File: src/rtl/serdes_word_aligner_pkg.sv
// Shared definitions for the SERDES word aligner: FSM state encoding and
// a helper that sizes saturating counters.
package serdes_word_aligner_pkg;

    typedef enum logic [1:0] {
        ST_HUNT   = 2'd0,
        ST_VERIFY = 2'd1,
        ST_LOCKED = 2'd2
    } align_state_t;

    // Bits needed to hold a counter that runs 0..max_val inclusive.
    function automatic int unsigned cnt_bits(input int unsigned max_val);
        return (max_val < 1) ? 1 : $clog2(max_val + 1);
    endfunction

endpackage

File: src/rtl/serdes_sync_detect.sv
// Serial-to-window shifter with fill tracking; flags the sync pattern once
// a full word's worth of fresh bits has been collected.
module serdes_sync_detect
    import serdes_word_aligner_pkg::*;
#(
    parameter int                    DATA_WIDTH = 8,
    parameter logic [DATA_WIDTH-1:0] SYNC_WORD  = DATA_WIDTH'(8'hBC),
    parameter bit                    MSB_FIRST  = 1'b1
) (
    input  logic                  clk,
    input  logic                  rst_n,
    input  logic                  enable,
    input  logic                  clear,
    input  logic                  serial_in,
    output logic [DATA_WIDTH-1:0] win_next,
    output logic                  match
);

    localparam int unsigned FW = cnt_bits(DATA_WIDTH);
    localparam logic [FW-1:0] FILL_MAX = FW'(DATA_WIDTH);
    localparam logic [FW-1:0] FILL_PRE = FW'(DATA_WIDTH - 1);

    logic [DATA_WIDTH-1:0] win;
    logic [FW-1:0]         fill;

    // The bit being shifted in this cycle counts toward the fill, so the
    // window is complete once W-1 earlier bits are already held.
    always_comb begin
        if (MSB_FIRST) begin
            win_next = {win[DATA_WIDTH-2:0], serial_in};
        end else begin
            win_next = {serial_in, win[DATA_WIDTH-1:1]};
        end
        match = (fill >= FILL_PRE) && (win_next == SYNC_WORD);
    end

    always_ff @(posedge clk or negedge rst_n) begin
        if (!rst_n) begin
            win  <= '0;
            fill <= '0;
        end else if (clear) begin
            win  <= '0;
            fill <= '0;
        end else if (enable) begin
            win <= win_next;
            if (fill != FILL_MAX) begin
                fill <= fill + FW'(1);
            end
        end
    end

endmodule

File: src/rtl/serdes_word_aligner.sv
// Hunts for a periodic sync word in a recovered bitstream, verifies it over
// several frames, then emits aligned words with frame markers.
module serdes_word_aligner
    import serdes_word_aligner_pkg::*;
#(
    parameter int                    DATA_WIDTH   = 8,
    parameter logic [DATA_WIDTH-1:0] SYNC_WORD    = DATA_WIDTH'(8'hBC),
    parameter int                    FRAME_LEN    = 4,
    parameter bit                    MSB_FIRST    = 1'b1,
    parameter int                    LOCK_COUNT   = 3,
    parameter int                    UNLOCK_COUNT = 4
) (
    input  logic                  clk,
    input  logic                  rst_n,
    input  logic                  enable,
    input  logic                  resync,
    input  logic                  serial_in,
    output logic [DATA_WIDTH-1:0] word_out,
    output logic                  word_valid,
    output logic                  frame_start,
    output logic                  sync_err,
    output logic                  locked,
    output logic [1:0]            state
);

    localparam int unsigned PW = $clog2(DATA_WIDTH);
    localparam int unsigned SW = $clog2(FRAME_LEN);
    localparam int unsigned GW = cnt_bits(LOCK_COUNT);
    localparam int unsigned MW = cnt_bits(UNLOCK_COUNT);

    localparam logic [PW-1:0] LAST_PHASE = PW'(DATA_WIDTH - 1);
    localparam logic [SW-1:0] LAST_SLOT  = SW'(FRAME_LEN - 1);
    localparam logic [GW-1:0] LOCK_TC    = GW'(LOCK_COUNT);
    localparam logic [MW-1:0] UNLOCK_TC  = MW'(UNLOCK_COUNT);

    logic [DATA_WIDTH-1:0] win_next;
    logic                  match;

    align_state_t          state_q, state_d;
    logic [PW-1:0]         phase_q, phase_d;
    logic [SW-1:0]         slot_q, slot_d;
    logic [GW-1:0]         good_q, good_d, good_inc;
    logic [MW-1:0]         miss_q, miss_d, miss_inc;
    logic [DATA_WIDTH-1:0] word_d;
    logic                  valid_d, fs_d, err_d;
    logic                  boundary;

    serdes_sync_detect #(
        .DATA_WIDTH (DATA_WIDTH),
        .SYNC_WORD  (SYNC_WORD),
        .MSB_FIRST  (MSB_FIRST)
    ) u_detect (
        .clk       (clk),
        .rst_n     (rst_n),
        .enable    (enable),
        .clear     (resync),
        .serial_in (serial_in),
        .win_next  (win_next),
        .match     (match)
    );

    assign boundary = (phase_q == LAST_PHASE);
    assign good_inc = good_q + GW'(1);
    assign miss_inc = miss_q + MW'(1);

    // Next-state, counters and output pulses; every decision is taken on an
    // enabled bit, and resync overrides everything including enable.
    always_comb begin
        state_d = state_q;
        phase_d = phase_q;
        slot_d  = slot_q;
        good_d  = good_q;
        miss_d  = miss_q;
        word_d  = word_out;
        valid_d = 1'b0;
        fs_d    = 1'b0;
        err_d   = 1'b0;

        if (resync) begin
            state_d = ST_HUNT;
            phase_d = '0;
            slot_d  = '0;
            good_d  = '0;
            miss_d  = '0;
        end else if (enable) begin
            unique case (state_q)
                ST_HUNT: begin
                    if (match) begin
                        phase_d = '0;
                        slot_d  = SW'(1);
                        good_d  = GW'(1);
                        miss_d  = '0;
                        state_d = (LOCK_COUNT == 1) ? ST_LOCKED : ST_VERIFY;
                    end
                end
                ST_VERIFY, ST_LOCKED: begin
                    phase_d = boundary ? '0 : phase_q + PW'(1);
                    if (boundary) begin
                        slot_d = (slot_q == LAST_SLOT) ? '0 : slot_q + SW'(1);
                        if (state_q == ST_LOCKED) begin
                            valid_d = 1'b1;
                            word_d  = win_next;
                            fs_d    = (slot_q == '0);
                        end
                        if (slot_q == '0) begin
                            if (state_q == ST_VERIFY) begin
                                if (match) begin
                                    good_d = good_inc;
                                    if (good_inc == LOCK_TC) begin
                                        state_d = ST_LOCKED;
                                        miss_d  = '0;
                                    end
                                end else begin
                                    state_d = ST_HUNT;
                                    phase_d = '0;
                                    slot_d  = '0;
                                    good_d  = '0;
                                    miss_d  = '0;
                                end
                            end else if (match) begin
                                miss_d = '0;
                            end else begin
                                err_d  = 1'b1;
                                miss_d = miss_inc;
                                if (miss_inc == UNLOCK_TC) begin
                                    state_d = ST_HUNT;
                                    phase_d = '0;
                                    slot_d  = '0;
                                    good_d  = '0;
                                    miss_d  = '0;
                                end
                            end
                        end
                    end
                end
                default: state_d = ST_HUNT;
            endcase
        end
    end

    always_ff @(posedge clk or negedge rst_n) begin
        if (!rst_n) begin
            state_q     <= ST_HUNT;
            phase_q     <= '0;
            slot_q      <= '0;
            good_q      <= '0;
            miss_q      <= '0;
            word_out    <= '0;
            word_valid  <= 1'b0;
            frame_start <= 1'b0;
            sync_err    <= 1'b0;
            locked      <= 1'b0;
        end else begin
            state_q     <= state_d;
            phase_q     <= phase_d;
            slot_q      <= slot_d;
            good_q      <= good_d;
            miss_q      <= miss_d;
            word_out    <= word_d;
            word_valid  <= valid_d;
            frame_start <= fs_d;
            sync_err    <= err_d;
            locked      <= (state_d == ST_LOCKED);
        end
    end

    assign state = state_q;

endmodule

File: config.mk
export PLATFORM = sky130hd
export DESIGN_NAME = serdes_word_aligner
export DESIGN_NICKNAME = d
export VERILOG_FILES = /design/src/rtl/serdes_word_aligner_pkg.sv /design/src/rtl/serdes_sync_detect.sv /design/src/rtl/serdes_word_aligner.sv
export SDC_FILE = /design/constraint.sdc
export NUM_CORES = 1
export LEC_CHECK = 0
export ABC_AREA = 0
export CAP_MARGIN = 10
export CORE_ASPECT_RATIO = 1.4
export CORE_MARGIN = 3
export CORE_UTILIZATION = 50
export DETAILED_ROUTE_END_ITERATION = 10
export PLACE_DENSITY = 0.69
export SYNTH_ARGS = -nofsm -noshare
export SYNTH_HDL_FRONTEND = slang
export SYNTH_HIERARCHICAL = 1
export SYNTH_SLANG_ARGS = --single-unit
File: constraint.sdc
create_clock -name clk -period 2.9 [get_ports clk]
set_clock_uncertainty 0.15 [all_clocks]
set_input_delay 0.87 -clock clk [delete_from_list [all_inputs] [get_ports clk]]
set_output_delay 0.87 -clock clk [all_outputs]
set_load 0.1 [all_outputs]
==> flow_summary_export.csv, run 1 <==
group,metric,value,unit
global_routing,grt_usage,17.6,%
route,drc,0,
sta,fin_crit,2.62,ns
critical_path,worstSetupEndpointType,"register",
pwr,p_per_area,435,mW/mm^2
pwr,p_total,1010,uW
layout,final_design_area_no_fill,0.00232,mm^2
cts,clk_latency,0.29,ns
critical_path,crit_type,"input pin to register",
cts,clockBufferDepth,2,
critical_path,ff2ff_path_depth,8,
die,start_util,52.5,%
logic_synthesis,synth-simple-area-share,17.7,%
hold_path,whs_path_depth,1,
cts,tritoncts,"yes",
hold_path,hold_start,"phase_q[1]",
logic_synthesis,async_reset_ff_share,100,%
cts,clkTransAtPathRegs,0.08,ns
critical_path,start_kind,"input pin",
sta,drv_slew,0,
global_routing,overflow,0,
layout,num_antenna_cells,0,
logic_synthesis,netlist_instances,169,
route,post_drt_wl_per_cell,14.9,um
die,core_area,0.00371,mm^2
logic_synthesis,muxShareOfSynthArea,12.1,%
critical_path,crit_required,2.93,ns
die,rows,26,
logic_synthesis,synth_area,0.00195,mm^2
cts,htreeDepth,2,
logic_synthesis,synth-main-ff-cell,"dfrtp_1",
critical_path,crit_path_max_incr_delay,0.41,ns
critical_path,worstPathArrival,2.66,ns
pwr,peakVddDrop,0.398,mV
status,status,"completed",
sta,rsz0062_at_grt,"no",
run,maxCapViolations,0,
logic_synthesis,seq_area_frac_synth,45.0,%
layout,syn2layout_area_growth,19.4,%
placement,place_area,0.00221,mm^2
critical_path,worst-path-max-fanout,8,
critical_path,reg2reg_from,"u_detect/fill[0]",
die,fp.dieW,58.7,um
route,antenna_left,0,
critical_path,cp_common_cell,"mux2_4",
layout,layout.cells.non_filler,244,
hold_path,hold-path-endpoint,"phase_q[1]",
global_routing,grt_antenna_before_repair,0,
die,die_y,79.8,um
sta,setup_ws,0.277,ns
cts,cts-root-buf,"clkbuf_8",
critical_path,worst-path-buf-inv,2,
route,drt_iter0_markers,53,
sta,fin_crit_sh,90.4,%
logic_synthesis,syn_avg_cell_area,11.5,um^2
route,dr_total_vias,1342,
pwr,p_leak,0.00115,uW
cts,cts_hold_buf,0,
sta,max_freq,0.381,GHz
logic_synthesis,synth_edf_count,0,
cts,postCtsSetupBuffers,0,
logic_synthesis,synth_compound_area_share,10.7,%
placement,dp_slack,-0.0325,ns
global_routing,grt_pass1_vias,1359,
placement,routabilityCongestion,0.767,
logic_synthesis,synth_cell_types,47,
critical_path,crit_chain,"clkdlybuf4s50_1 > nand4bb_1 > nor3_1 > buf_4 > mux2_4 > a21oi_4 > nor3_2 > mux2_4",
critical_path,r2r-end,"good_q[1]",
critical_path,r2r_slack,0.68,ns
global_routing,grt_pass1_wl,6240,um
logic_synthesis,ys_ff_latch,35,
cts,cts_resized,0,
sta,slew_headroom,69.8,%
logic_synthesis,ys_warn_count,6,
logic_synthesis,synth_top_family_by_area,"simple AND/OR/NAND/NOR gates",
die,die_area,0.00469,mm^2
placement,dp_hpwl,2660,um
sta,timing.final.hold_violations,0,
logic_synthesis,synth_fp_nets,189,
die,pin_count,19,
critical_path,crit_family,"simple AND/OR/NAND/NOR gates",
layout,layout-drive-gt1-share,30.7,%
layout,nets,221,
sta,setup_viol,0,
sta,worst_pin_slew,0.453,ns
global_routing,grt_max_degree,36,
route,wl,3640,um
logic_synthesis,synthAdderAreaFrac,9.65,%
cts,clock_sinks,35,
route,vias_per_cell,5.50,
placement,numPortBuffers,18,
placement,dp.cells,236,
critical_path,critPathSlowestCell,"clkdlybuf4s50_1",
hold_path,min_path_type,"register to register",
cts,cts_buffers,5,
logic_synthesis,synth_xor_area_share,0.450,%
layout,postLayoutCoreUtil,62.6,%
route,firstDrtPassIters,4,
[synthesized netlist by cell type, types with 3 or more instances]
| cell type | n | share of area (%) |
|---|---|---|
| a21oi_1 | 4 | 1.0 |
| buf_2 | 4 | 1.0 |
| dfrtp_1 | 35 | 45 |
| ha_1 | 15 | 9.6 |
| inv_1 | 12 | 2.3 |
| mux2_2 | 8 | 4.6 |
| mux2_4 | 3 | 2.3 |
| mux2i_1 | 10 | 5.1 |
| nand2_1 | 11 | 2.1 |
| nand2b_1 | 4 | 1.3 |
| nand4_1 | 3 | 0.96 |
| nand4b_1 | 3 | 1.4 |
| nor2_1 | 12 | 2.3 |
| nor3_1 | 4 | 1.0 |
| o21ai_0 | 3 | 0.77 |
[layout by cell type (no fill, tap or decap), drive strengths merged, types with 2 or more instances in the layout]
master	Yosys	final
nand4	3	3
nor3	6	6
buf	6	28
inv	12	12
and2	3	3
a32o	2	2
clkinv	0	2
ha	15	15
nand2	11	11
nand2b	5	5
mux2	11	11
o21ai	5	5
clkdlybuf4s50	0	4
nand3	2	2
dfrtp	35	35
o31ai	3	3
mux2i	10	10
a21oi	6	6
clkbuf	1	5
nand4b	3	3
nor2	13	13
a311o	2	2
nand3b	3	3
[cells by family after synthesis]
group | count (synthesis)
compound gates | 24
xor+xnor | 1
fa+ha+maj | 15
buf+inv | 19
flops | 35
mux | 21
simple gates | 54
[worst max path at each step]
stage | slack [ns] | start | endpoint | cells past startpoint
6_report | 0.28 | serial_in | good_q[1] | 8
5_1_grt | 0.16 | serial_in | good_q[1] | 8
3_5_place_dp | -0.03 | serial_in | good_q[1] | 8
2_1_floorplan | 0.09 | state[0] | good_q[1] | 6
4_1_cts | 0.27 | serial_in | good_q[1] | 8
3_3_place_gp | -0.006 | serial_in | good_q[1] | 8
[power breakdown]
group          total (uW)  internal, uW  switching (uW)
clock                 449           256             193
combinational        63.2          28.2            34.9
sequential            499           493            5.69
[through the flow]
step | hold WS (ns) | setup TNS [ns]
2_1_floorplan | 0.320 | 0
3_3_place_gp | 0.332 | -0.00591
3_5_place_dp | 0.335 | -0.0362
4_1_cts | 0.352 | 0
5_1_grt | 0.364 | 0
6_report | 0.350 | 0
[flip-flops by register name, summed over array words and instances (netlist names)]
name           flops
frame_start        1
locked             1
miss_q             3
u_detect/win       7
phase_q            3
word_out           8
state              2
word_valid         1
sync_err           1
good_q             2
slot_q             2
u_detect/fill      4
[worst reg2reg max path, delay by kind of cell (launching register included)]
kind	cells	cell delay, ns
multiplexers	2	0.57
adder cells (fa/ha/maj)	1	0.26
AO/OA/AOI/OAI	2	0.36
buffers and inverters	1	0.16
flip-flops	1	0.44
AND/OR/NAND/NOR	2	0.17
[routing by layer]
metal / track usage (%) / part of all wire [%] / vias up
met4: 6.80 / 1.9 / 0
met1: 19.7 / 42 / 665
li1: - / - / 655
met2: 30.9 / 53 / 16
met3: 4.53 / 3.1 / 6
met5: 0 / 0 / -
[layout make-up]
cell class | instances | area [um^2]
repair buffers | 32 | 250
flip-flops and latches | 35 | 876
well taps | 42 | 52.6
fillers | 320 | 1390
multi-input cells | 115 | 986
clock buffers | 5 | 68.8
clock inverters | 3 | 43.8
inverters | 12 | 45.0
(Power assumes the default switching activity.)
==> inputs of run 2 (changes only) <==
--- a/config.mk
+++ b/config.mk
@@ -7,7 +7,6 @@
 export LEC_CHECK = 0
 export ABC_AREA = 0
 export CAP_MARGIN = 10
-export CORE_ASPECT_RATIO = 1.4
 export CORE_MARGIN = 3
 export CORE_UTILIZATION = 50
 export DETAILED_ROUTE_END_ITERATION = 10
==> run 2 against run 1 <==
Net effect:
- global-route usage grew 1.8 points
- first-iteration DRC count increased by 42%
- final area decreased by 0.11%
- largest power group unchanged
- highest routed layer unchanged
==> flow_summary_export.csv, run 2 (synthesized netlist as in run 1, its figures left out) <==
group,metric,value,unit
pwr,p_per_area,422,mW/mm^2
placement,dp_slack,-0.0503,ns
route,vias_per_cell,5.53,
critical_path,crit_type,"input pin to register",
global_routing,grt_max_degree,36,
critical_path,worstSetupEndpointType,"register",
die,rows,22,
sta,worst_pin_slew,0.440,ns
critical_path,worst-path-buf-inv,2,
critical_path,worst-path-max-fanout,4,
pwr,peakVddDrop,0.302,mV
layout,syn2layout_area_growth,19.2,%
sta,drv_slew,0,
critical_path,crit_path_max_incr_delay,0.43,ns
placement,numPortBuffers,18,
route,firstDrtPassIters,4,
route,antenna_left,0,
critical_path,worstSetupStartpoint,"serial_in",
cts,cts_resized,0,
layout,largest_reg_flops,8,
route,dr_total_vias,1376,
status,status,"completed",
critical_path,critPathSlowestCell,"clkdlybuf4s50_1",
route,wl,3890,um
critical_path,ff2ff_path_depth,8,
critical_path,reg2reg_from,"u_detect/fill[0]",
die,fp.dieW,68.4,um
cts,cts_hold_buf,0,
cts,clk_latency,0.28,ns
cts,htreeDepth,2,
cts,cts-root-buf,"clkbuf_8",
layout,layout_commonest_cell,"dfrtp_1",
die,core_area,0.00372,mm^2
cts,clock_sinks,35,
global_routing,grt_pass1_vias,1383,
pwr,p_total,979,uW
layout,num_antenna_cells,0,
critical_path,start_kind,"input pin",
sta,holdWs,0.357,ns
cts,clockBufferDepth,2,
sta,fin_crit_sh,91.1,%
sta,rsz0062_at_grt,"no",
critical_path,crit_family,"compound AO/OA/AOI/OAI gates",
critical_path,cp_num_cells,8,
critical_path,crit_chain,"clkdlybuf4s50_1 > nand4bb_1 > nor3_1 > buf_4 > o21ba_2 > a311o_1 > o21ai_1 > nor2b_1",
route,drt_iter0_markers,75,
layout,reg_top3,"word_out: 8 flops, u_detect/win: 7 flops, u_detect/fill: 4 flops",
sta,setup_ws,0.258,ns
critical_path,worstPathArrival,2.66,ns
layout,multi_input_area,986,um^2
cts,clkTransAtPathRegs,0.07,ns
layout,final_design_area_no_fill,0.00232,mm^2
cts,tritoncts,"yes",
route,drc,0,
die,die_area,0.00468,mm^2
die,die_y,68.4,um
hold_path,min_path_type,"register to register",
global_routing,overflow,0,
global_routing,grt_pass1_wl,6660,um
critical_path,endpoint,"locked",
die,start_util,52.4,%
placement,place_area,0.00222,mm^2
layout,fillers,307,
layout,nets,221,
sta,max_freq,0.378,GHz
placement,routabilityCongestion,0.784,
pwr,p_leak,0.00114,uW
layout,layout-drive-gt1-share,29.9,%
sta,fin_crit,2.64,ns
critical_path,r2r_slack,0.69,ns
cts,cts_buffers,5,
placement,dp_hpwl,2940,um
global_routing,grt_antenna_before_repair,0,
sta,slew_headroom,70.6,%
run,maxCapViolations,0,
critical_path,r2r-end,"good_q[1]",
route,post_drt_wl_per_cell,15.6,um
die,pin_count,19,
global_routing,grt_usage,19.4,%
cts,postCtsSetupBuffers,0,
critical_path,crit_required,2.92,ns
layout,regMostFlops,"word_out",
sta,timing.final.hold_violations,0,
sta,setup_viol,0,
layout,regArea,876,um^2
layout,layout_common_cells,"35 x dfrtp_1, 28 x buf_4, 15 x ha_1, 12 x inv_1, 12 x nor2_1",
layout,postLayoutCoreUtil,62.4,%
-- run 2: worst register-to-register path: stages (launching register included) --
cell and delay, ns:
dfrtp_1 0.43, ha_1 0.25, a21oi_1 0.17, nor3_1 0.08, buf_4 0.15, mux2_4 0.27
a21oi_4 0.21, nor3_2 0.09, mux2_4 0.30
-- run 2: stage by stage --
step,setup TNS [ns],instances
5_1_grt,0,249
4_1_cts,0,249
2_1_floorplan,0,169
6_report,0,249
3_3_place_gp,-0.0104,242
3_5_place_dp,-0.0723,242
-- run 2: metal layers --
metal  part of all wire, %  global-route usage [%]  vias up
met2                    48                    30.6       28
met4                   2.1                    7.69        0
li1                      -                       -      657
met5                     0                       0        -
met1                    46                    25.6      682
met3                   4.0                    4.43        9
-- run 2: where the power goes --
part	total [uW]	internal (uW)	switching (uW)	leakage [uW]
Sequential	499	494	5.46	0.000484
Combinational	63.5	28.2	35.3	0.000609
Clock	417	252	165	0.0000513
Total	979	774	206	0.00114
-- run 2: worst min-delay path by stage --
stage | start | endpoint | slack (ns) | cells after the start
2_1_floorplan | phase_q[1] | phase_q[1] | 0.32 | 1
3_3_place_gp | phase_q[1] | phase_q[1] | 0.33 | 1
3_5_place_dp | phase_q[1] | phase_q[1] | 0.35 | 1
4_1_cts | phase_q[1] | phase_q[1] | 0.36 | 1
5_1_grt | word_out[1] | word_out[1] | 0.38 | 1
6_report | phase_q[1] | phase_q[1] | 0.36 | 1
-- run 2: layout make-up --
class / count / area share, %
multi-input combinational: 115 / 42.5
clock buffer: 6 / 3.13
sequential: 35 / 37.8
tap: 48 / 2.59
clock inverter: 1 / 1.29
inverter: 12 / 1.94
timing repair buffer: 32 / 10.8
==> inputs of run 3 (changes only) <==
--- a/config.mk
+++ b/config.mk
@@ -8,9 +8,10 @@
 export ABC_AREA = 0
 export CAP_MARGIN = 10
 export CORE_MARGIN = 3
-export CORE_UTILIZATION = 50
+export CORE_UTILIZATION = 51
 export DETAILED_ROUTE_END_ITERATION = 10
-export PLACE_DENSITY = 0.69
+export GPL_TIMING_DRIVEN = 0
+export PLACE_DENSITY = 0.7
 export SYNTH_ARGS = -nofsm -noshare
 export SYNTH_HDL_FRONTEND = slang
 export SYNTH_HIERARCHICAL = 1
==> run 3 against run 2 <==
Net effect:
- wire length shrank 5.0%
- critical path type unchanged
- register-to-register slack lost 0.14 ns
- worst setup slack lost 0.21 ns
- global-route usage shrank 0.64 points
- largest cell class unchanged
- core utilization grew 4.7 points
- combinational power shrank 9.0%
- total power grew 3.2%
- sequential share of layout area shrank 0.42 points
==> flow_summary_export.csv, run 3 (synthesized netlist as in run 1, its figures left out) <==
group,metric,value,unit
status,status,"completed",
cts,tritoncts,"yes",
die,die_y,67.8,um
route,antenna_left,0,
layout,num_antenna_cells,0,
critical_path,worst-path-max-fanout,7,
placement,dp_hpwl,2590,um
pwr,p_switching,216,uW
critical_path,crit_type,"input pin to register",
cts,cts_hold_buf,0,
critical_path,worstPathArrival,2.87,ns
layout,regMostFlops,"word_out",
route,firstDrtPassIters,4,
route,wl_met2,1790,um
cts,clockBufferDepth,2,
cts,clk_latency,0.28,ns
pwr,p_sw_share,21.3,%
die,die_area,0.00459,mm^2
die,fp.dieW,67.8,um
global_routing,grt_pass1_wl,6370,um
layout,reg_top3,"word_out: 8 flops, u_detect/win: 7 flops, u_detect/fill: 4 flops",
route,top_layer,"met4",
cts,clock_sinks,35,
pwr,clockPowerShare,44.9,%
global_routing,grt_antenna_before_repair,0,
route,vias_per_cell,5.53,
hold_path,min_path_type,"register to register",
die,pin_count,19,
global_routing,grt_usage,18.7,%
die,rows,21,
layout,largest_reg_flops,8,
layout,layout_commonest_cell,"dfrtp_1",
critical_path,start_kind,"input pin",
sta,setup_viol,0,
placement,routabilityCongestion,0.864,
pwr,p_int,795,uW
layout,layout-drive-gt1-share,23.6,%
global_routing,grt_pass1_vias,1397,
pwr,comb_power_share,5.7,%
global_routing,grt_max_degree,36,
cts,clkTransAtPathRegs,0.08,ns
die,start_util,55.7,%
route,met3WireLength,125,um
route,drt_iter0_markers,118,
sta,drv_slew,0,
route,dr_total_vias,1355,
pwr,p_leak,0.00114,uW
route,post_drt_wl_per_cell,15.1,um
sta,fin_crit,2.85,ns
critical_path,worstSetupEndpointType,"register",
layout,syn2layout_area_growth,20.6,%
sta,fin_crit_sh,98.3,%
run,maxCapViolations,0,
layout,layout.cells.non_filler,245,
cts,htreeDepth,2,
global_routing,overflow,0,
route,drt-met1-wl,1740,um
route,drc,0,
sta,fin_tns_setup,0,ns
pwr,p_per_area,431,mW/mm^2
pwr,peakVddDrop,0.312,mV
layout,nets,218,
placement,numPortBuffers,18,
sta,worst_pin_slew,0.976,ns
layout,layout_common_cells,"35 x dfrtp_1, 15 x ha_1, 15 x clkdlybuf4s50_1, 12 x inv_1, 12 x nor2_1",
sta,max_freq,0.351,GHz
route,wl,3700,um
cts,cts_buffers,5,
critical_path,crit_required,2.92,ns
cts,cts-root-buf,"clkbuf_8",
sta,timing.final.hold_violations,0,
pwr,seq_power_share,49.4,%
die,core_area,0.00349,mm^2
sta,slew_headroom,34.7,%
placement,dp.cells,233,
## run 3: routing by layer
metal / up-vias / global-route usage [%]
met1: 678 / 23.5
met3: 5 / 5.32
met2: 23 / 30.7
met4: 0 / 6.58
li1: 649 / -
met5: - / 0
## run 3: final timing paths
kind	startpoint	endpoint	slack, ns	cells after the start
worst max-delay path	serial_in	good_q[1]	0.05	7
worst min-delay path	phase_q[1]	phase_q[1]	0.35	1
worst max register to register	u_detect/fill[0]	good_q[1]	0.55	7
worst min register to register	phase_q[1]	phase_q[1]	0.35	1
max in group asynchronous	rst_n	word_out[7]	1.61	1
min in group asynchronous	rst_n	sync_err	0.50	1
## run 3: through the flow
| step | power [uW] | area, um^2 | worst slack [ns] | util, % | hold slack (ns) |
|---|---|---|---|---|---|
| CTS | 1020 | 2310 | 0.00572 | 66.1 | 0.353 |
| detailed placement | 567 | 2180 | -0.713 | 62.3 | 0.337 |
| floorplan | 541 | 1950 | 0.0916 | - | 0.320 |
| finish | 1010 | 2350 | 0.0502 | 67.1 | 0.354 |
| global route | 1050 | 2350 | -0.0209 | 67.1 | 0.385 |
| global placement | 565 | 2180 | -0.691 | 62.5 | 0.328 |
## run 3: what timing repair did
action	in CTS	in global routing
hold endpoints to repair	0	0
gates cloned	0	0
setup buffers	0	4
pin swaps	1	2
gates resized for setup	5	1
endpoints found under the setup margin	14	2
## run 3: worst max-delay path: stages
cell             delay, ns
clkdlybuf4s50_1       0.46
nand4bb_1             0.27
nor3_4                0.32
mux2_4                0.24
a21oi_4               0.10
nor3_4                0.28
mux2_4                0.32
## run 3: layout make-up
class / instances / area [um^2]
Buffer: 7 / 38.8
Clock buffer: 6 / 82.6
Clock inverter: 2 / 35.0
Fill cell: 262 / 1150
Inverter: 12 / 45.0
Multi-Input combinational cell: 115 / 1010
Sequential cell: 35 / 876
Tap cell: 46 / 57.6
Timing Repair Buffer: 22 / 203
## run 3: power by group through the flow
stage | combinational, uW | clock, uW | sequential [uW]
finish | 57.8 | 453 | 499
global route | 64.3 | 485 | 499
CTS | 59.3 | 459 | 499
detailed placement | 58.4 | 0 | 508
global placement | 57.0 | 0 | 508
floorplan | 34.9 | 0 | 507
